--- src/rtl/count_seq_pkg.sv ---
// ============================================================================
// count_seq_pkg : shared constants and state encoding for the sequence checker
// Rev 1.0       : initial release
// ============================================================================
`default_nettype none

package count_seq_pkg;

  localparam logic       MODE_UP   = 1'b0;
  localparam logic       MODE_DOWN = 1'b1;
  localparam logic [3:0] DOWN_TOP  = 4'd9;

  typedef enum logic [1:0] {
    SEARCH = 2'd0,
    LOCKED = 2'd1,
    FAULT  = 2'd2
  } state_t;

  // Down-mode values above DOWN_TOP are never part of a legal sequence.
  function automatic logic acceptable(input logic m, input logic [3:0] v);
    return !((m == MODE_DOWN) && (v > DOWN_TOP));
  endfunction

endpackage

`default_nettype wire

--- src/rtl/count_seq_next.sv ---
// ============================================================================
// count_seq_next : successor of a counter value (up mod-16 or down mod-10)
// Rev 1.0        : initial release
// ============================================================================
`default_nettype none

module count_seq_next
  import count_seq_pkg::*;
(
  input  logic [3:0] v,
  input  logic       mode,
  output logic [3:0] nxt
);

  always_comb begin
    nxt = v + 4'd1;
    if (mode == MODE_DOWN) begin
      nxt = (v == 4'd0) ? DOWN_TOP : v - 4'd1;
    end
  end

endmodule

`default_nettype wire

--- config.mk ---
export PLATFORM = sky130hd
export DESIGN_NAME = count_seq_next
export DESIGN_NICKNAME = d
export VERILOG_FILES = /design/src/rtl/count_seq_pkg.sv /design/src/rtl/count_seq_next.sv
export SDC_FILE = /design/constraint.sdc
export NUM_CORES = 1
export LEC_CHECK = 0
export CAP_MARGIN = 20
export CORE_AREA = 3 3 40 42
export DETAILED_ROUTE_END_ITERATION = 6
export DIE_AREA = 0 0 43 45
export GPL_TIMING_DRIVEN = 0
export PLACE_DENSITY = 0.35
export SETUP_SLACK_MARGIN = 0.02
export SYNTH_ARGS = -nofsm -noshare
export SYNTH_HDL_FRONTEND = slang
export SYNTH_SLANG_ARGS = --single-unit
--- constraint.sdc ---
create_clock -name vclk -period 1.4
set_clock_uncertainty 0.15 [all_clocks]
set_input_delay 0.21 -clock vclk [all_inputs]
set_output_delay 0.21 -clock vclk [all_outputs]
set_load 0.01 [all_outputs]
==> results of run 1 <==
## metrics by stage
step	instances	util
after floorplan	22	-
after global placement	46	0.213
after detailed placement	46	0.213
after CTS	48	0.233
after global routing	49	0.291
final	49	0.291
## layer usage
metal / wire length, um / track usage / vias to the layer above
met5: 0 / 0 / -
met4: 0 / 0 / 0
met3: 54 / 0.0120 / 0
met2: 230 / 0.0689 / 9
met1: 230 / 0.0667 / 80
li1: - / - / 105
## synth_stat cells (all sizes together)
library cell,count
and2b,1
mux2,2
inv,2
a21oi,1
nand3b,1
o21ba,1
nand2b,2
nand4b,1
ha,3
o31a,1
nor2,2
o21ai,3
nand2,1
a31oi,1
## report_power, final
part	total (uW)	internal, uW	switching (uW)
logic	120	71.7	48.3
clock network	0	0	0
registers	0	0	0
total	120	71.7	48.3
## path summary, 6_finish.rpt
check	depth (start not counted)	start	slack, ns	endpoint
max	7	v[1]	-0.1	nxt[3]
min	3	v[0]	0.56	nxt[0]
## cell usage in the layout, fill, tap and decap left out, drive strengths merged
master  synthesis  layout
a21oi           1       1
a31oi           1       1
and2b           1       1
buf             0      11
clkbuf          0       1
ha              3       3
inv             2       2
mux2            2       2
nand2           1       1
nand2b          2       2
nand3b          1       1
nand4b          1       1
nor2            2       2
o21ai           3       3
o21ba           1       1
o31a            1       1
## cell families (layout without fill, tap and decap cells)
group / Yosys count / count (layout) / synth area share
buf+inv: 2 / 14 / 0.0455
fa+ha+maj: 3 / 3 / 0.227
mux: 2 / 2 / 0.159
compound gates: 7 / 7 / 0.273
simple gates: 8 / 8 / 0.295
## repair_timing
item | 4_1_cts | 5_1_grt
hold buffers | 0 | 0
setup buffers | 2 | 1
endpoints found under the setup margin | 4 | 3
pin swaps | 1 | 2
gates resized for setup | 48 | 16
## final cells by class
cell class | count | area [um2] | area share
multi-input cells | 20 | 215 | 0.575
repair buffers | 12 | 123 | 0.328
well taps | 15 | 18.8 | 0.0502
inverters | 2 | 17.5 | 0.0468
==> impl_metrics.toml, run 1 <==
[route]
routedWlPerCell_um = 10.5
routed_via_density = 3.96
drc = 0
wl_um = 515
vias = 194
drtPass1Iterations = 1
antenna_left = 0
drt_iter0_markers = 0

[layout]
drive_gt1_frac = 0.706
nFillCells = 146
antennaDiodeCount = 0
register_area_um2 = 0
layout.nets = 44
design.seq.count = 0
fin_area_um2 = 374
synthToLayoutAreaGrowth_pct = 127
clkbuf_count = 0

[critical_path]
crit_fanout = 4
max_stage_delay_ns = 0.27
crit_path_start_kind = "primary input"
path_class = "primary input to output pin"
cp.required_ns = 1.04
cpMaxStageDelayCell = "mux2_4"
worstPathCellList = "buf_12 > inv_6 > ha_4 > o21ba_4 > o21ai_2 > mux2_4 > buf_6"
cp_data_arrival_time_ns = 1.14
critPathBufInv = 3
critical_path.top_delay_family = "multiplexers"
end_kind = "output pin"

[sta]
hold_viol_final = 0
max_freq_mhz = 669
hold_ws_ns = 0.560
worst_slack_ns = -0.0952
tightest_slew_ns = 0.144
fin_setup_tns_ns = -0.180
slew_viol_final = 0
layout_min_cycle_time_ns = 1.50
slew_headroom = 0.904
setup_violations = 3
rsz0062_at_grt = "yes"
period_share = 1.07

[synthesis]
synth_area_leaders = "ha_1 (23%), o21ai_0 (9.1%), mux2_4 (9.1%), nand2b_1 (7.6%), mux2_2 (6.8%)"
synth_nets = 30
netlist_area_um2 = 165
syn_inst = 22
synth.top_cell.area_share = 0.227
yosysWarnings = 0
synth.largest_area_cell = "ha_1"
synth_seq_area_share = 0
syn_avg_cell_area_um2 = 7.51
ys_types = 15

[power]
p_leak_uw = 0.000161
cellPowerDensity_nw_per_um2 = 321
vdd_ir_drop_max_uv = 127
finalPower_uw = 120

[global_routing]
track_usage = 0.0448
grt_pass1_wl_um = 724
globalRouteOverflowTotal = 0
antenna_found_initial = 0
grt_pass1_vias = 164
grt_max_degree = 7

[placed_design]
preCtsSetupSlack_ns = -1.11
hpwlAfterDp_um = 359
numPortBuffers = 9
placed_area_um2 = 274
gp_congestion = 0.654

[floorplan]
core_um2 = 1280
rows = 13
die_area_um2 = 1940
die_y_um = 45
start_util = 0.129
die_w_um = 43
num_io_pins = 9

[status]
status = "complete, but fails checks"
violations = "setup timing"

[job]
drv_cap = 0

[min_path]
hp-class = "primary input to output pin"
(Power assumes the default switching activity.)
==> run 2: changes to the inputs <==
GPL_TIMING_DRIVEN = unset   (was 0)
==> impl_metrics.toml, run 2 (same netlist as run 1, synthesis figures left out) <==
[status]
status = "complete, but fails checks"
violations = "setup timing"

[sta]
layout_min_cycle_time_ns = 1.50
hold_viol_final = 0
setup_violations = 3
max_freq_mhz = 665
rsz0062_at_grt = "yes"
slew_viol_final = 0
period_share = 1.07
slew_headroom = 0.916
tightest_slew_ns = 0.125
worst_slack_ns = -0.104

[route]
drtPass1Iterations = 4
drt_iter0_markers = 5
routedWlPerCell_um = 10.4
antenna_left = 0
routed_via_density = 4.00
wl_um = 601
drc = 0
vias = 232

[layout]
drive_gt1_frac = 0.721
layout.nets = 53
antennaDiodeCount = 0
finalCoreUtilization = 0.315
clkbuf_count = 0
final_common_cell = "buf_4"
design.seq.count = 0
register_area_um2 = 0
mostFrequentLayoutCells = "buf_4 (10), buf_6 (6), buf_2 (4)"
nFillCells = 144
synthToLayoutAreaGrowth_pct = 145
multi_input_area_um2 = 206

[min_path]
hp-class = "primary input to output pin"
min_path_cells = 4
hp-start = "v[0]"
hold-path-endpoint = "nxt[0]"

[critical_path]
crit_fanout = 5
cp_data_arrival_time_ns = 1.14
max_stage_delay_ns = 0.19
path_class = "primary input to output pin"
cp.required_ns = 1.04
worstPathCellList = "buf_6 > buf_6 > ha_4 > and2b_2 > nand3b_1 > o21ai_1 > buf_2"
cpMaxStageDelayCell = "and2b_2"
setup.worst_path.start = "v[0]"
crit_path_start_kind = "primary input"
cp_common_cell = "buf_6"
end_kind = "output pin"

[global_routing]
grt_pass1_wl_um = 1040
antenna_found_initial = 0
grt_max_degree = 6
track_usage = 0.0663
globalRouteOverflowTotal = 0
grt_pass1_vias = 256

[floorplan]
num_io_pins = 9
start_util = 0.129
die_area_um2 = 1940
core_um2 = 1280
rows = 13
die_w_um = 43
die_y_um = 45

[power]
internal-power_uw = 76.6
clkPwrFrac = 0
swShare = 0.386
cellPowerDensity_nw_per_um2 = 309
p_comb_frac = 1.000
p_leak_uw = 0.000193
power_switching_uw = 48.1
vdd_ir_drop_max_uv = 88.8
p_seq_frac = 0

[placed_design]
numPortBuffers = 9
gp_congestion = 0.657
preCtsSetupSlack_ns = -0.966

[job]
drv_cap = 0
-- run 2: cell type report --
type	instances	share of cell area
multi-input combinational	20	0.511
timing repair buffer	21	0.424
tap	15	0.0464
inverter	2	0.0186
-- run 2: how the worst max path moves through the flow --
| stage | end | slack, ns | depth (start not counted) |
|---|---|---|---|
| after CTS | nxt[2] | -0.1 | 7 |
| after detailed placement | nxt[3] | -0.97 | 7 |
| after global placement | nxt[3] | -0.95 | 7 |
| after floorplan | nxt[3] | 0.04 | 5 |
| final | nxt[2] | -0.10 | 7 |
| after global routing | nxt[2] | -0.17 | 7 |
-- run 2: per-layer routing --
| metal | GRT usage | vias to the layer above | part of all wire |
|---|---|---|---|
| li1 | - | 122 | - |
| met1 | 0.0714 | 101 | 0.44 |
| met2 | 0.144 | 9 | 0.47 |
| met3 | 0.00797 | 0 | 0.092 |
| met4 | 0 | 0 | 0 |
| met5 | 0 | - | 0 |
-- run 2: timing repair --
action	CTS	global route
gates resized for setup	50	2
pin swaps	2	1
hold buffers	0	0
setup endpoints to repair	4	4
buffers inserted	2	1
-- run 2: power groups by stage --
stage          clock (uW)  sequential [uW]  combinational, uW
5_1_grt                 0                0                135
2_1_floorplan           0                0               36.9
3_5_place_dp            0                0                103
4_1_cts                 0                0                121
3_3_place_gp            0                0                103
6_report                0                0                125
-- run 2: through the flow --
| stage | instances | area [um2] | total power, uW | hold WS [ns] | TNS, ns |
|---|---|---|---|---|---|
| final | 58 | 404 | 125 | 0.659 | -0.244 |
| after global routing | 58 | 404 | 135 | 0.693 | -0.391 |
| after CTS | 57 | 390 | 121 | 0.664 | -0.240 |
| after detailed placement | 55 | 342 | 103 | 1.44 | -3.54 |
| after global placement | 55 | 342 | 103 | 1.44 | -3.49 |
| after floorplan | 22 | 165 | 36.9 | 0.390 | 0 |
-- run 2: critical path, delay by kind of cell --
kind / cells / cell delay [ns]
compound gates: 1 / 0.09
simple gates: 2 / 0.34
buf+inv: 3 / 0.37
fa+ha+maj: 1 / 0.15
==> run 3: changes to the inputs <==
--- a/config.mk
+++ b/config.mk
@@ -8,2 +8,4 @@
 export CAP_MARGIN = 20
+export CELL_PAD_IN_SITES_DETAIL_PLACEMENT = 0
+export CELL_PAD_IN_SITES_GLOBAL_PLACEMENT = 2
 export CORE_AREA = 3 3 40 42
@@ -11,3 +13,3 @@
 export DIE_AREA = 0 0 43 45
-export PLACE_DENSITY = 0.35
+export PLACE_DENSITY = 0.56
 export SETUP_SLACK_MARGIN = 0.02
==> constraint.sdc (replaced) <==
create_clock -name vclk -period 1.4
set_clock_uncertainty 0.15 [all_clocks]
set_input_delay 0.14 -clock vclk [all_inputs]
set_output_delay 0.14 -clock vclk [all_outputs]
set_load 0.01 [all_outputs]
==> impl_metrics.toml, run 3 (same netlist as run 1, synthesis figures left out) <==
[global_routing]
globalRouteOverflowTotal = 0
grt_max_degree = 6
grt_pass1_wl_um = 834
track_usage = 0.0539
antenna_found_initial = 0
grt_pass1_vias = 195

[layout]
antennaDiodeCount = 0
final_common_cell = "buf_4"
layout.nets = 51
design.seq.count = 0
synthToLayoutAreaGrowth_pct = 133
clkbuf_count = 0
drive_gt1_frac = 0.659
register_area_um2 = 0
fin_area_um2 = 385
mostFrequentLayoutCells = "buf_4 (8), buf_6 (6), buf_2 (3)"

[sta]
period_share = 0.969
hold_ws_ns = 0.545
hold_viol_final = 0
fin_setup_tns_ns = 0
rsz0062_at_grt = "yes"
max_freq_mhz = 737
layout_min_cycle_time_ns = 1.36
tightest_slew_ns = 0.138
slew_viol_final = 0
setup_violations = 0
slew_headroom = 0.907

[power]
vdd_ir_drop_max_uv = 107
swShare = 0.387
finalPower_uw = 115
internal-power_uw = 70.2
p_leak_uw = 0.000180
power_switching_uw = 44.4
cellPowerDensity_nw_per_um2 = 297
p_comb_frac = 1.000
clkPwrFrac = 0
p_seq_frac = 0

[route]
drt_iter0_markers = 0
vias = 213
antenna_left = 0
drc = 0
routedWlPerCell_um = 9.93
drtPass1Iterations = 1
wl_um = 556
routed_via_density = 3.80

[min_path]
hp-class = "primary input to output pin"

[clock_network]
hold_buffers = 0

[placed_design]
placed_area_um2 = 334
numPortBuffers = 9
gp_congestion = 0.737
hpwlAfterDp_um = 410

[job]
drv_cap = 0

[floorplan]
die_area_um2 = 1940
num_io_pins = 9
rows = 13
start_util = 0.129
die_w_um = 43
die_y_um = 45
core_um2 = 1280

[critical_path]
crit_path_start_kind = "primary input"
crit_fanout = 5
end_kind = "output pin"
cp.required_ns = 1.11
cp_data_arrival_time_ns = 1.07
path_class = "primary input to output pin"

[status]
status = "complete, no violations"
-- run 3: cell types whose count changed in the layout (fill, tap and decap cells not counted), sizes merged --
cell	delta
clkdlybuf4s15	+1
buf	-3
-- run 3: power groups by stage --
| stage | clock network [uW] | logic [uW] | registers [uW] |
|---|---|---|---|
| global placement | 0 | 100 | 0 |
| floorplan | 0 | 36.9 | 0 |
| finish | 0 | 115 | 0 |
| CTS | 0 | 101 | 0 |
| detailed placement | 0 | 99.6 | 0 |
| global route | 0 | 126 | 0 |
-- run 3: metrics by stage --
step                std cells  setup slack [ns]   util
floorplan                  22             0.178      -
global placement           54            -0.804  0.260
detailed placement         54            -0.832  0.260
CTS                        55            0.0182  0.274
global route               56           -0.0178  0.300
finish                     56            0.0435  0.300
-- run 3: worst max-delay path, stage by stage --
cell,delay (ns)
buf_6,0.10
buf_6,0.12
ha_4,0.15
and2b_2,0.19
nand3b_1,0.14
o21ai_1,0.08
buf_2,0.15
-- run 3: metal layers --
metal | share of wire | up-vias | wire length (um) | track usage
met4 | 0 | 0 | 0 | 0
met5 | 0 | - | 0 | 0
met1 | 0.49 | 91 | 272 | 0.0738
met3 | 0.040 | 0 | 22 | 0.00398
li1 | - | 118 | - | -
met2 | 0.47 | 4 | 261 | 0.0988
-- run 3: final timing paths --
path / from / to / slack, ns / depth (start not counted)
min: v[2] / nxt[2] / 0.54 / 4
max: v[0] / nxt[2] / 0.04 / 7
-- run 3: cell type report --
| class | count | area (um2) |
|---|---|---|
| inverters | 2 | 7.51 |
| fillers | 137 | 900 |
| well taps | 15 | 18.8 |
| repair buffers | 19 | 163 |
| multi-input cells | 20 | 196 |
-- run 3: repair_timing --
| action | 4_1_cts | 5_1_grt |
|---|---|---|
| setup buffers | 1 | 1 |
| gates resized for setup | 42 | 6 |
| hold endpoints to repair | 0 | 0 |
| endpoints found under the setup margin | 4 | 4 |
